**config.mk**
```make
export PLATFORM = sky130hd
export DESIGN_NAME = core_tile_seq_flat
export DESIGN_NICKNAME = d
export VERILOG_FILES = /design/src/rtl/core_tile_seq_if.sv /design/src/rtl/core_tile_seq.sv /design/src/flat_wrapper.sv
export SDC_FILE = /design/constraint.sdc
export NUM_CORES = 1
export LEC_CHECK = 0
export ABC_AREA = 1
export CAP_MARGIN = 20
export CORE_MARGIN = 8
export CORE_UTILIZATION = 55
export CTS_CLUSTER_DIAMETER = 40
export CTS_CLUSTER_SIZE = 10
export DETAILED_ROUTE_END_ITERATION = 8
export PLACE_DENSITY = 0.86
export RECOVER_POWER = 25
export SETUP_SLACK_MARGIN = 0.3
export SLEW_MARGIN = 20
export SYNTH_ARGS = -nofsm -noshare
export SYNTH_HDL_FRONTEND = slang
export SYNTH_SLANG_ARGS = --single-unit
```
**constraint.sdc**
```tcl
create_clock -name clk -period 8 [get_ports clk]
set_input_delay 2.4 -clock clk [delete_from_list [all_inputs] [get_ports clk]]
set_output_delay 2.4 -clock clk [all_outputs]
set_load 0.03 [all_outputs]
```
**src/rtl/core_tile_seq_if.sv**
```systemverilog
// Host/core-facing bundle of the tile sequencer: tile config and status on one side,
// the registered instruction word and the OFIFO-valid flag on the other.
interface core_tile_seq_if #(
  parameter int ADDR_W = 11
);
  logic              start;
  logic [ADDR_W-1:0] wgt_base;
  logic [ADDR_W-1:0] act_base;
  logic [ADDR_W-1:0] psum_base;
  logic [ADDR_W-1:0] n_act;
  logic              accum_en;
  logic              ofifo_valid;
  logic [63:0]       inst;
  logic              busy;
  logic              done;
  logic              cfg_err;

  modport master (
    output start, wgt_base, act_base, psum_base, n_act, accum_en, ofifo_valid,
    input  inst, busy, done, cfg_err
  );

  modport slave (
    input  start, wgt_base, act_base, psum_base, n_act, accum_en, ofifo_valid,
    output inst, busy, done, cfg_err
  );
endinterface

```
**src/rtl/core_tile_seq.sv**
```systemverilog
// Tile sequencer: kernel load, activation stream and OFIFO drain for the 8x8 core.
// Every instruction bit is decoded from the current state and registered into inst.
module core_tile_seq #(
  parameter int ROW         = 8,
  parameter int COL         = 8,
  parameter int OFIFO_DEPTH = 64,
  parameter int ADDR_W      = 11
) (
  input  logic             clk,
  input  logic             reset,
  core_tile_seq_if.slave   bus
);

  typedef enum logic [2:0] {
    S_IDLE, S_K_FETCH, S_K_LOAD, S_K_SETTLE, S_A_FETCH, S_EXEC, S_DRAIN, S_DONE
  } state_t;

  localparam logic [63:0]       IDLE_WORD = 64'h0000_0001_000C_0000;
  localparam logic [ADDR_W-1:0] ROW_C     = ADDR_W'(ROW);
  localparam logic [ADDR_W-1:0] COL_C     = ADDR_W'(COL);
  localparam logic [ADDR_W-1:0] DEPTH_C   = ADDR_W'(OFIFO_DEPTH);

  localparam int B_REN_P = 35, B_ACC = 33, B_CEN_P = 32, B_WEN_P = 31, B_A_P = 20;
  localparam int B_CEN_X = 19, B_A_X = 7, B_OFIFO_RD = 6;
  localparam int B_L0_RD = 3, B_L0_WR = 2, B_EXEC = 1, B_LOAD = 0;

  state_t            r_state, w_state_nxt;
  logic [ADDR_W-1:0] r_cnt, w_cnt_nxt;
  logic              r_half, w_half_nxt;
  logic [63:0]       r_inst, w_inst_nxt;
  logic              r_done, w_done_nxt;
  logic              r_cfg_err;
  logic [ADDR_W-1:0] r_wgt, r_act, r_psum, r_n;
  logic              r_accum;

  logic              w_accept;
  logic [ADDR_W-1:0] w_fetch_len, w_fetch_base;

  assign w_accept     = (r_state == S_IDLE) && bus.start;
  assign w_fetch_len  = (r_state == S_K_FETCH) ? ROW_C : r_n;
  assign w_fetch_base = (r_state == S_K_FETCH) ? r_wgt : r_act;

  always_comb begin
    // NOTE: every output of this block gets a default first, so no path can infer a latch.
    w_state_nxt = r_state;
    w_cnt_nxt   = r_cnt + 1'b1;
    w_half_nxt  = 1'b0;
    w_inst_nxt  = IDLE_WORD;
    w_done_nxt  = 1'b0;
    case (r_state)
      S_IDLE: begin
        w_cnt_nxt = '0;
        if (bus.start) w_state_nxt = (bus.n_act == '0) ? S_DONE : S_K_FETCH;
      end
      S_K_FETCH, S_A_FETCH: begin
        // SRAM data returns one cycle after the read, so L0 writes trail reads by one.
        if (r_cnt < w_fetch_len) begin
          w_inst_nxt[B_CEN_X]             = 1'b0;
          w_inst_nxt[B_A_X +: ADDR_W]     = w_fetch_base + r_cnt;
        end
        if (r_cnt != '0) w_inst_nxt[B_L0_WR] = 1'b1;
        if (r_cnt == w_fetch_len) begin
          w_cnt_nxt   = '0;
          w_state_nxt = (r_state == S_K_FETCH) ? S_K_LOAD : S_EXEC;
        end
      end
      S_K_LOAD: begin
        w_inst_nxt[B_L0_RD] = 1'b1;
        w_inst_nxt[B_LOAD]  = 1'b1;
        if (r_cnt == ROW_C - 1'b1) begin
          w_cnt_nxt   = '0;
          w_state_nxt = S_K_SETTLE;
        end
      end
      S_K_SETTLE: begin
        if (r_cnt == COL_C - 1'b1) begin
          w_cnt_nxt   = '0;
          w_state_nxt = S_A_FETCH;
        end
      end
      S_EXEC: begin
        w_inst_nxt[B_L0_RD] = 1'b1;
        w_inst_nxt[B_EXEC]  = 1'b1;
        if (r_cnt == r_n - 1'b1) begin
          w_cnt_nxt   = '0;
          w_state_nxt = S_DRAIN;
        end
      end
      S_DRAIN: begin
        // r_cnt is the vector index; r_half selects the read or write half of its slot.
        w_cnt_nxt = r_cnt;
        if (!r_half) begin
          if (bus.ofifo_valid) begin
            w_inst_nxt[B_CEN_P]         = 1'b0;
            w_inst_nxt[B_REN_P]         = r_accum;
            w_inst_nxt[B_A_P +: ADDR_W] = r_psum + r_cnt;
            w_half_nxt                  = 1'b1;
          end
        end else begin
          w_inst_nxt[B_CEN_P]         = 1'b0;
          w_inst_nxt[B_WEN_P]         = 1'b1;
          w_inst_nxt[B_OFIFO_RD]      = 1'b1;
          w_inst_nxt[B_ACC]           = r_accum;
          w_inst_nxt[B_A_P +: ADDR_W] = r_psum + r_cnt;
          w_cnt_nxt                   = r_cnt + 1'b1;
          if (r_cnt == r_n - 1'b1) begin
            w_cnt_nxt   = '0;
            w_state_nxt = S_DONE;
          end
        end
      end
      S_DONE: begin
        w_done_nxt  = 1'b1;
        w_cnt_nxt   = '0;
        w_state_nxt = S_IDLE;
      end
      default: begin
        w_cnt_nxt   = '0;
        w_state_nxt = S_IDLE;
      end
    endcase
  end

  always_ff @(posedge clk) begin
    // NOTE: state registers use non-blocking assignments so every flop samples pre-edge values.
    if (reset) begin
      r_state   <= S_IDLE;
      r_cnt     <= '0;
      r_half    <= 1'b0;
      r_inst    <= IDLE_WORD;
      r_done    <= 1'b0;
      r_cfg_err <= 1'b0;
      r_wgt     <= '0;
      r_act     <= '0;
      r_psum    <= '0;
      r_n       <= '0;
      r_accum   <= 1'b0;
    end else begin
      r_state <= w_state_nxt;
      r_cnt   <= w_cnt_nxt;
      r_half  <= w_half_nxt;
      r_inst  <= w_inst_nxt;
      r_done  <= w_done_nxt;
      if (w_accept) begin
        r_wgt     <= bus.wgt_base;
        r_act     <= bus.act_base;
        r_psum    <= bus.psum_base;
        r_accum   <= bus.accum_en;
        r_n       <= (bus.n_act > DEPTH_C) ? DEPTH_C : bus.n_act;
        r_cfg_err <= (bus.n_act == '0) || (bus.n_act > DEPTH_C);
      end
    end
  end

  assign bus.inst    = r_inst;
  assign bus.busy    = (r_state != S_IDLE);
  assign bus.done    = r_done;
  assign bus.cfg_err = r_cfg_err;

endmodule

```
**src/flat_wrapper.sv**
```systemverilog
// flat-port wrapper written by rule: the top's interface ports become plain ports
module core_tile_seq_flat 
#(
  parameter int ROW         = 8,
  parameter int COL         = 8,
  parameter int OFIFO_DEPTH = 64,
  parameter int ADDR_W      = 11
)
  (clk, reset, bus_start, bus_wgt_base, bus_act_base, bus_psum_base, bus_n_act, bus_accum_en, bus_ofifo_valid, bus_inst, bus_busy, bus_done, bus_cfg_err);
  core_tile_seq_if #(.ADDR_W(ADDR_W)) bus_i ();
  input  logic clk;
  input  logic reset;
  input wire logic [$bits(bus_i.start)-1:0] bus_start;
  input wire logic [$bits(bus_i.wgt_base)-1:0] bus_wgt_base;
  input wire logic [$bits(bus_i.act_base)-1:0] bus_act_base;
  input wire logic [$bits(bus_i.psum_base)-1:0] bus_psum_base;
  input wire logic [$bits(bus_i.n_act)-1:0] bus_n_act;
  input wire logic [$bits(bus_i.accum_en)-1:0] bus_accum_en;
  input wire logic [$bits(bus_i.ofifo_valid)-1:0] bus_ofifo_valid;
  output wire logic [$bits(bus_i.inst)-1:0] bus_inst;
  output wire logic [$bits(bus_i.busy)-1:0] bus_busy;
  output wire logic [$bits(bus_i.done)-1:0] bus_done;
  output wire logic [$bits(bus_i.cfg_err)-1:0] bus_cfg_err;
  assign bus_i.start = bus_start;
  assign bus_i.wgt_base = bus_wgt_base;
  assign bus_i.act_base = bus_act_base;
  assign bus_i.psum_base = bus_psum_base;
  assign bus_i.n_act = bus_n_act;
  assign bus_i.accum_en = bus_accum_en;
  assign bus_i.ofifo_valid = bus_ofifo_valid;
  assign bus_inst = bus_i.inst;
  assign bus_busy = bus_i.busy;
  assign bus_done = bus_i.done;
  assign bus_cfg_err = bus_i.cfg_err;
  core_tile_seq #(.ROW(ROW), .COL(COL), .OFIFO_DEPTH(OFIFO_DEPTH), .ADDR_W(ADDR_W)) u_core (.clk(clk), .reset(reset), .bus(bus_i));
endmodule
```
**Word level (Yosys, flattened, before mapping)**

Index checks and enable logic that the tools add are counted.

- Logic and storage cells: 92
- Register bits after elaboration: 126
- Input port bits: 49

- Bitwise logic cells: 5
- Muxes and demuxes: 30
- Reduce and logical (&&, ||, !) cells: 17
- $lt $le $gt $ge: 2
- Add/subtract/negate cells: 4
- Equality and inequality tests: 17

Operator list:

| kind | number |
|---|---|
| 11-bit 2-to-1 mux | 9 |
| 11-bit one-hot mux with 5 select lines | 1 |
| 3-bit 2-to-1 mux | 9 |
| 11-bit adder | 2 |
| 11-bit equality test | 2 |
| 3-bit one-hot mux with 7 select lines | 1 |
| 3-bit equality test (second input constant) | 4 |
| 2-bit by 1-bit != test with 1-bit output (second input constant) | 6 |
| 2-bit OR reduction | 6 |
| 11-bit by 1-bit adder with 11-bit output (second input constant) | 1 |
| 11-bit by 3-bit equality test with 1-bit output (second input constant) | 1 |
| 11-bit by 7-bit greater-than comparator with 1-bit output (second input constant) | 1 |
| 11-bit zero test | 1 |
| 11-bit less-than comparator | 1 |
| 11-bit nonzero test | 1 |
| 11-bit by 1-bit subtractor with 11-bit output (second input constant) | 1 |
| 1-bit 2-to-1 mux | 10 |
| 3-bit OR reduction | 3 |
| 7-bit AND reduction | 1 |
| 3-bit by 2-bit equality test with 1-bit output (second input constant) | 2 |
| 1-bit NOT | 5 |
| 4-bit OR reduction | 1 |
| 3-bit by 1-bit equality test with 1-bit output (second input constant) | 1 |
| 3-bit zero test | 1 |
| 4 further kinds | 4 |

**Depth between registers and ports, before layout**

Gate-level depths: netlist of the first run.

- Depth after elaboration: 5
- Gate-level depth with buffers: 18
- Depth with buffers taken out: 17

**Least setup slack after synthesis of the first run**

Ideal clock, no wire load.

- Kind: input -> register
- Start: in bus_n_act[1]
- End: reg u_core.r_state[1]
- Cell stages on the path: 9
- Data arrival time: 3.203 ns
- Path buffers: 0
- Required time: 7.929 ns
- Path slack: 4.726 ns
- Setup time: 0.071 ns
- Path through: nor2_1 -> nand3_1 -> nor3_1 -> nand3_1 -> nor2_1 -> inv_1 -> o21ai_0 -> nand3_1 -> a21oi_1

- Word-level cells in the longest chain between the ends: 4

Ends and longest elaborated chain:

| what | line | RTL |
|---|---|---|
| start: declaration | flat_wrapper.sv:17 | `input wire logic [$bits(bus_i.n_act)-1:0] bus_n_act;` |
| 11-bit zero test | core_tile_seq.sv:53 | `if (bus.start) w_state_nxt = (bus.n_act == '0) ? S_DONE : S_K_FETCH;` |
| 3-bit 2-to-1 mux (2 in a row) | core_tile_seq.sv:53 |  |
| 3-bit one-hot mux with 7 select lines | core_tile_seq.sv:50 | `case (r_state)` |
| end signal: assignment | core_tile_seq.sv:139 | `r_state <= w_state_nxt;` |
| end: declaration | core_tile_seq.sv:27 | `state_t r_state, w_state_nxt;` |

No other way between the ends. The select of a mux whose other input is x is not followed.
A chain may end at the register's enable or synchronous reset.

**Worst setup path after layout of the first run**

- Start: in reset
- End: reg u_core.r_inst[17], in the netlist u_core.bus.inst[17]

- Word-level cells in the longest chain between the ends: 1

Ends and longest elaborated chain:

| what | line | RTL |
|---|---|---|
| start: declaration | flat_wrapper.sv:12 | `input logic reset;` |
| 3-bit OR reduction (no line) | -- |  |
| end signal: assignment | core_tile_seq.sv:142 | `r_inst <= w_inst_nxt;` |
| end: declaration | core_tile_seq.sv:30 | `logic [63:0] r_inst, w_inst_nxt;` |

No other way between the ends.

==> results.yml, run 1 <==
floorplanning:
  io_pins: 116
  row_count: 35
  die_area_um2: 13000
  die_x_um: 114
  die_h_um: 114
  core_um2: 9280
  initial_core_util: 0.570
detailed_routing:
  drt_wl_total_um: 13500
  drt-initial-drc-count: 408
  drt-wirelength-per-cell_um: 14.0
  antenna_left: 0
  drc_errors: 0
  avgViaCountPerCell: 5.31
  vias: 5096
  first_pass_iters: 5
global_routing:
  grt-ovfl-total: 0
  grtUsageTotal: 0.210
  antenna_found_initial: 0
  grt_pass1_wl_um: 22100
  grt_max_degree: 53
  grt_pass1_vias: 4778
layout:
  final_common_cell: "nand2_1"
  final_cell_mix: "nand2_1 (130), nor2_1 (96), dfxtp_1 (93)"
  fin_nets: 912
  nFillCells: 852
  area_delta_synth_final_pct: 18.1
  diodes: 0
  post_route_cells_drive_above_1_share: 0.0445
setup_path:
  critPathBufInv: 4
  critPathKind: "in2reg"
  arrival_ns: 4.83
  r2r_setup_slack_ns: 4.96
  required_ns: 8.26
  crit_path_start_kind: "primary input"
  path_delay_family: "buffers and inverters"
  critPathMaxStageDelay_ns: 0.91
  cpMaxStageDelayCell: "dlygate4sd3_1"
  end_kind: "flop"
  cp_max_fo: 36
  crit_chain: "dlygate4sd3_1, clkinv_1, buf_4, nand2_1, nor2_1, inv_2, a21oi_1"
synth:
  synth_cells: 755
  syn_avg_cell_area_um2: 7.00
  yosysUniqueCellTypes: 41
  netlist_area_um2: 5290
  yosysTopAreaCellShare: 0.352
  synth.largest_area_cell: "dfxtp_1"
  ys.warnings.count: 0
  yosysSeqAreaShare: 0.352
  synth_area_leaders: "dfxtp_1 (35%), nand2_1 (9.2%), ha_1 (8.0%)"
  synth-seq-cells: 93
placed_design:
  hpwl_um: 10400
  place.gp.congestion: 0.928
  dpl_worst_slack_ns: 3.16
  port_buffers: 83
clocking:
  cts-resized-gates: 0
  cts.sinks: 93
  cts_tree: "built"
  holdBufCountCts: 0
  numCtsBuffers: 9
  cts_buffer_depth: 2
  insertion_delay_ns: 0.36
  clk_pin_slew_ns: 0.09
  cts_htree_levels: 3
  cts_setup_buffers: 0
  root_buffer: "clkbuf_8"
hold_path:
  min_path_type: "reg2reg"
sta:
  tns_ns: 0
  drv_slew: 0
  worst_slew_pin_slew_ns: 0.779
  setup_ws_ns: 3.43
  fin_crit_ns: 4.57
  fmax_ghz: 0.219
  finalCritPeriodShare: 0.571
  skew_ns: 0.00842
  setup_violations: 0
  slew_headroom: 0.479
  hold_violations: 0
  rsz0062_at_grt: "no"
status:
  status: "complete, no violations"
pwr:
  powerDensity_nw_per_um2: 267
  p_leak_uw: 0.00279
  peakVddDrop_uv: 134
job:
  cap_viol_max_count: 0
power by group:
group	total [uW]	switching (uW)	leakage, uW	internal, uW
Clock	296	172	0.0000937	124
Sequential	614	63.1	0.000759	551
Combinational	760	509	0.00194	251
kinds of logic after synthesis:
| kind of cell | Yosys count | synth area share |
|---|---|---|
| AO/OA/AOI/OAI | 168 | 0.171 |
| XOR/XNOR | 11 | 0.0182 |
| adder cells (fa/ha/maj) | 36 | 0.0880 |
| buffers and inverters | 137 | 0.123 |
| flip-flops | 93 | 0.352 |
| other | 2 | 0.00142 |
| AND/OR/NAND/NOR | 308 | 0.246 |
routing by layer:
layer,vias up,GRT usage,routed length [um]
met2,212,0.336,5970
met3,22,0.0454,1180
li1,2567,-,-
met1,2295,0.276,6100
met4,0,0.0630,223
met5,-,0,0
sequential cells by signal, summed over array words and instances, names as in the netlist:
name,count
u_core.bus.inst,31
u_core.r_act,11
u_core.r_cnt,11
u_core.r_n,11
u_core.r_psum,11
u_core.r_wgt,11
u_core.r_state,3
u_core.bus.cfg_err,1
u_core.bus.done,1
u_core.r_accum,1
u_core.r_half,1
Yosys cell counts (all sizes together):
| cell | instances |
|---|---|
| conb | 2 |
| nor3 | 14 |
| o31ai | 2 |
| clkbuf | 16 |
| clkinv | 1 |
| nand3b | 2 |
| a21oi | 70 |
| nand2 | 134 |
| o21ai | 79 |
| a22oi | 1 |
| a211oi | 1 |
| o221ai | 1 |
| o2111ai | 4 |
| nand4 | 6 |
| buf | 38 |
| o211ai | 3 |
| xor2 | 6 |
| nor2 | 101 |
| fa | 2 |
| inv | 82 |
| nand3 | 44 |
| ha | 34 |
| nor4 | 1 |
| o21a | 1 |
| a21o | 2 |
| o22ai | 2 |
| or2 | 6 |
| a31oi | 2 |
| xnor2 | 5 |
| dfxtp | 93 |
layout make-up:
cell class                      instances  area [um2]  area share
Inverter                               83         312      0.0499
Sequential cell                        93        1860       0.298
Tap cell                              129         161      0.0258
Clock buffer                           10         138      0.0220
Multi-Input combinational cell        555        2880       0.462
Timing Repair Buffer                   85         846       0.135
Clock inverter                          5        43.8     0.00701
final timing paths:
path | cells after the start | to | from
setup / recovery | 7 | u_core.bus.inst[17]$_SDFF_PP0_ | reset
setup reg to reg | 17 | u_core.bus.inst[17]$_SDFF_PP0_ | u_core.r_state[0]$_SDFFE_PP0P_
hold reg to reg | 2 | u_core.r_wgt[9]$_SDFFE_PP0P_ | u_core.r_wgt[9]$_SDFFE_PP0P_
hold / removal | 2 | u_core.r_wgt[9]$_SDFFE_PP0P_ | u_core.r_wgt[9]$_SDFFE_PP0P_
metrics by stage:
step	instance area [um2]	power [uW]	cells	utilization	hold WS [ns]
6_report	6250	1670	960	0.673	0.454
5_1_grt	6250	1800	960	0.673	0.470
4_1_cts	6250	1670	960	0.673	0.455
3_5_place_dp	6070	1370	945	0.654	0.442
3_3_place_gp	6070	1350	945	0.654	0.436
2_1_floorplan	5400	1190	785	-	0.425
tightest hold or removal path: cells and delay by family (launching register included):
kind | cells | cell delay (ns)
buf+inv | 1 | 0.06
compound gates | 1 | 0.05
flops | 1 | 0.31
Power figures use the tool's default switching activity.
==> inputs of run 2 (changes only) <==
CORE_UTILIZATION = 51   (was 55)
PLACE_DENSITY = 0.8   (was 0.86)
clock period = 4.25 ns   (was 8 ns; I/O delays follow)
==> run 2 against run 1 <==
Net effect: combinational power up 91%; clock skew is 0.0027 ns higher; die area rose by 6.7%.
==> results.yml, run 2 (synthesized netlist as in run 1, its figures left out) <==
setup_path:
  critPathBufInv: 3
  cpMostUsedCell: "nand2_1"
  path_delay_family: "compound AO/OA/AOI/OAI gates"
  crit_chain: "inv_1, nor2_1, nand2_1, o21ai_0, ha_1, inv_1, fa_1, inv_1, a21oi_1, o21ai_0, nand2_1, nand2_1, nand2_1, nand2_1, nand2_1, a21oi_1"
  crit_path_start_kind: "flop"
  arrival_ns: 3.61
  cp_max_fo: 18
  required_ns: 4.56
  critPathKind: "reg2reg"
  end_kind: "flop"
  critPathMaxStageDelay_ns: 0.51
  cpMaxStageDelayCell: "o21ai_0"
sta:
  skew_ns: 0.0112
  tns_ns: 0
  fmax_ghz: 0.303
  finalCritPeriodShare: 0.777
  fin_crit_ns: 3.30
  worst_slew_pin_slew_ns: 1.40
  setup_violations: 0
  slew_headroom: 0.0625
  hold_violations: 0
  setup_ws_ns: 0.948
  rsz0062_at_grt: "no"
  drv_slew: 0
detailed_routing:
  avgViaCountPerCell: 5.27
  drt-wirelength-per-cell_um: 14.7
  antenna_left: 0
  drt_wl_total_um: 14300
  drt-initial-drc-count: 420
  drc_errors: 0
  first_pass_iters: 5
  vias: 5111
global_routing:
  grt-ovfl-total: 0
  grtUsageTotal: 0.211
  antenna_found_initial: 0
  grt_pass1_wl_um: 24100
  grt_max_degree: 53
  grt_pass1_vias: 4907
pwr:
  clkPwrFrac: 0.178
  netSwitchingPower_uw: 1430
  peakVddDrop_uv: 238
  p_leak_uw: 0.00281
  power_frac_seq: 0.364
  power_switching_share: 0.452
  comb_power_share: 0.458
  powerDensity_nw_per_um2: 506
  intPower_uw: 1740
layout:
  final_util: 0.615
  diodes: 0
  final_cell_mix: "nand2_1 (130), nor2_1 (96), dfxtp_1 (93)"
  fin_nets: 913
  largest_register_ffs: 31
  area_delta_synth_final_pct: 18.5
  post_route_cells_drive_above_1_share: 0.0468
  final_common_cell: "nand2_1"
  nFillCells: 981
status:
  status: "complete, no violations"
clocking:
  cts.sinks: 93
  cts_htree_levels: 3
  clk_pin_slew_ns: 0.10
  root_buffer: "clkbuf_8"
  cts_buffer_depth: 2
  cts-resized-gates: 0
  insertion_delay_ns: 0.38
  holdBufCountCts: 0
  cts_tree: "built"
  cts_setup_buffers: 0
  numCtsBuffers: 9
placed_design:
  hpwl_um: 10900
  dpl_worst_slack_ns: 1.04
  port_buffers: 83
  place.gp.congestion: 0.934
floorplanning:
  die_area_um2: 13900
  core_um2: 10200
  io_pins: 116
  initial_core_util: 0.519
  row_count: 37
  die_h_um: 118
  die_x_um: 118
hold_path:
  min_path_type: "reg2reg"
job:
  cap_viol_max_count: 0
[run 2: cell types whose count changed in the layout (fill, tap and decap cells not counted), sizes merged]
| cell | before | now |
|---|---|---|
| clkbuf | 10 | 9 |
| buf | 2 | 3 |
| clkinv | 3 | 5 |
| dlygate4sd3 | 20 | 23 |
| clkdlybuf4s50 | 63 | 60 |
[run 2: tightest hold or removal path, cell delays in order, from the launching register on]
cell and delay [ns]:
dfxtp_1 0.31, inv_1 0.05, a21oi_1 0.05
[run 2: area by class of cell]
cell class / instances / area (um2) / area share
clock inverter: 7 / 56.3 / 0.00899
inverter: 83 / 312 / 0.0497
multi-input combinational: 555 / 2890 / 0.461
clock buffer: 9 / 124 / 0.0198
tap: 136 / 170 / 0.0272
sequential: 93 / 1860 / 0.297
timing repair buffer: 86 / 853 / 0.136
[run 2: worst paths after layout]
check,start,endpoint,slack [ns],depth (start not counted)
setup reg to reg,u_core.r_state[0]$_SDFFE_PP0P_,u_core.bus.inst[17]$_SDFF_PP0_,0.95,16
hold / removal,u_core.r_wgt[1]$_SDFFE_PP0P_,u_core.r_wgt[1]$_SDFFE_PP0P_,0.45,2
setup / recovery,u_core.r_state[0]$_SDFFE_PP0P_,u_core.bus.inst[17]$_SDFF_PP0_,0.95,16
hold reg to reg,u_core.r_wgt[1]$_SDFFE_PP0P_,u_core.r_wgt[1]$_SDFFE_PP0P_,0.45,2
[run 2: layer usage]
metal / vias up / wire, um / GRT usage / share of wire
met5: - / 0 / 0 / 0
met4: 0 / 412 / 0.0865 / 0.029
met3: 29 / 1050 / 0.0508 / 0.074
met2: 227 / 6270 / 0.330 / 0.44
met1: 2296 / 6550 / 0.272 / 0.46
li1: 2559 / - / - / -
[run 2: power by group through the flow]
stage                     logic [uW]  registers, uW  clock network, uW
after floorplan                 1060           1190                  0
after global placement          1400           1170                  0
after detailed placement        1430           1170                  0
after CTS                       1440           1150                572
after global routing            1650           1180                612
final                           1450           1150                563
[run 2: through the flow]
stage	total power [uW]	hold WS (ns)	std cells	cell area, um2
after floorplan	2250	0.425	785	5400
after global placement	2570	0.434	953	6080
after detailed placement	2600	0.438	953	6080
after CTS	3170	0.453	969	6260
after global routing	3440	0.471	969	6260
final	3170	0.455	969	6260
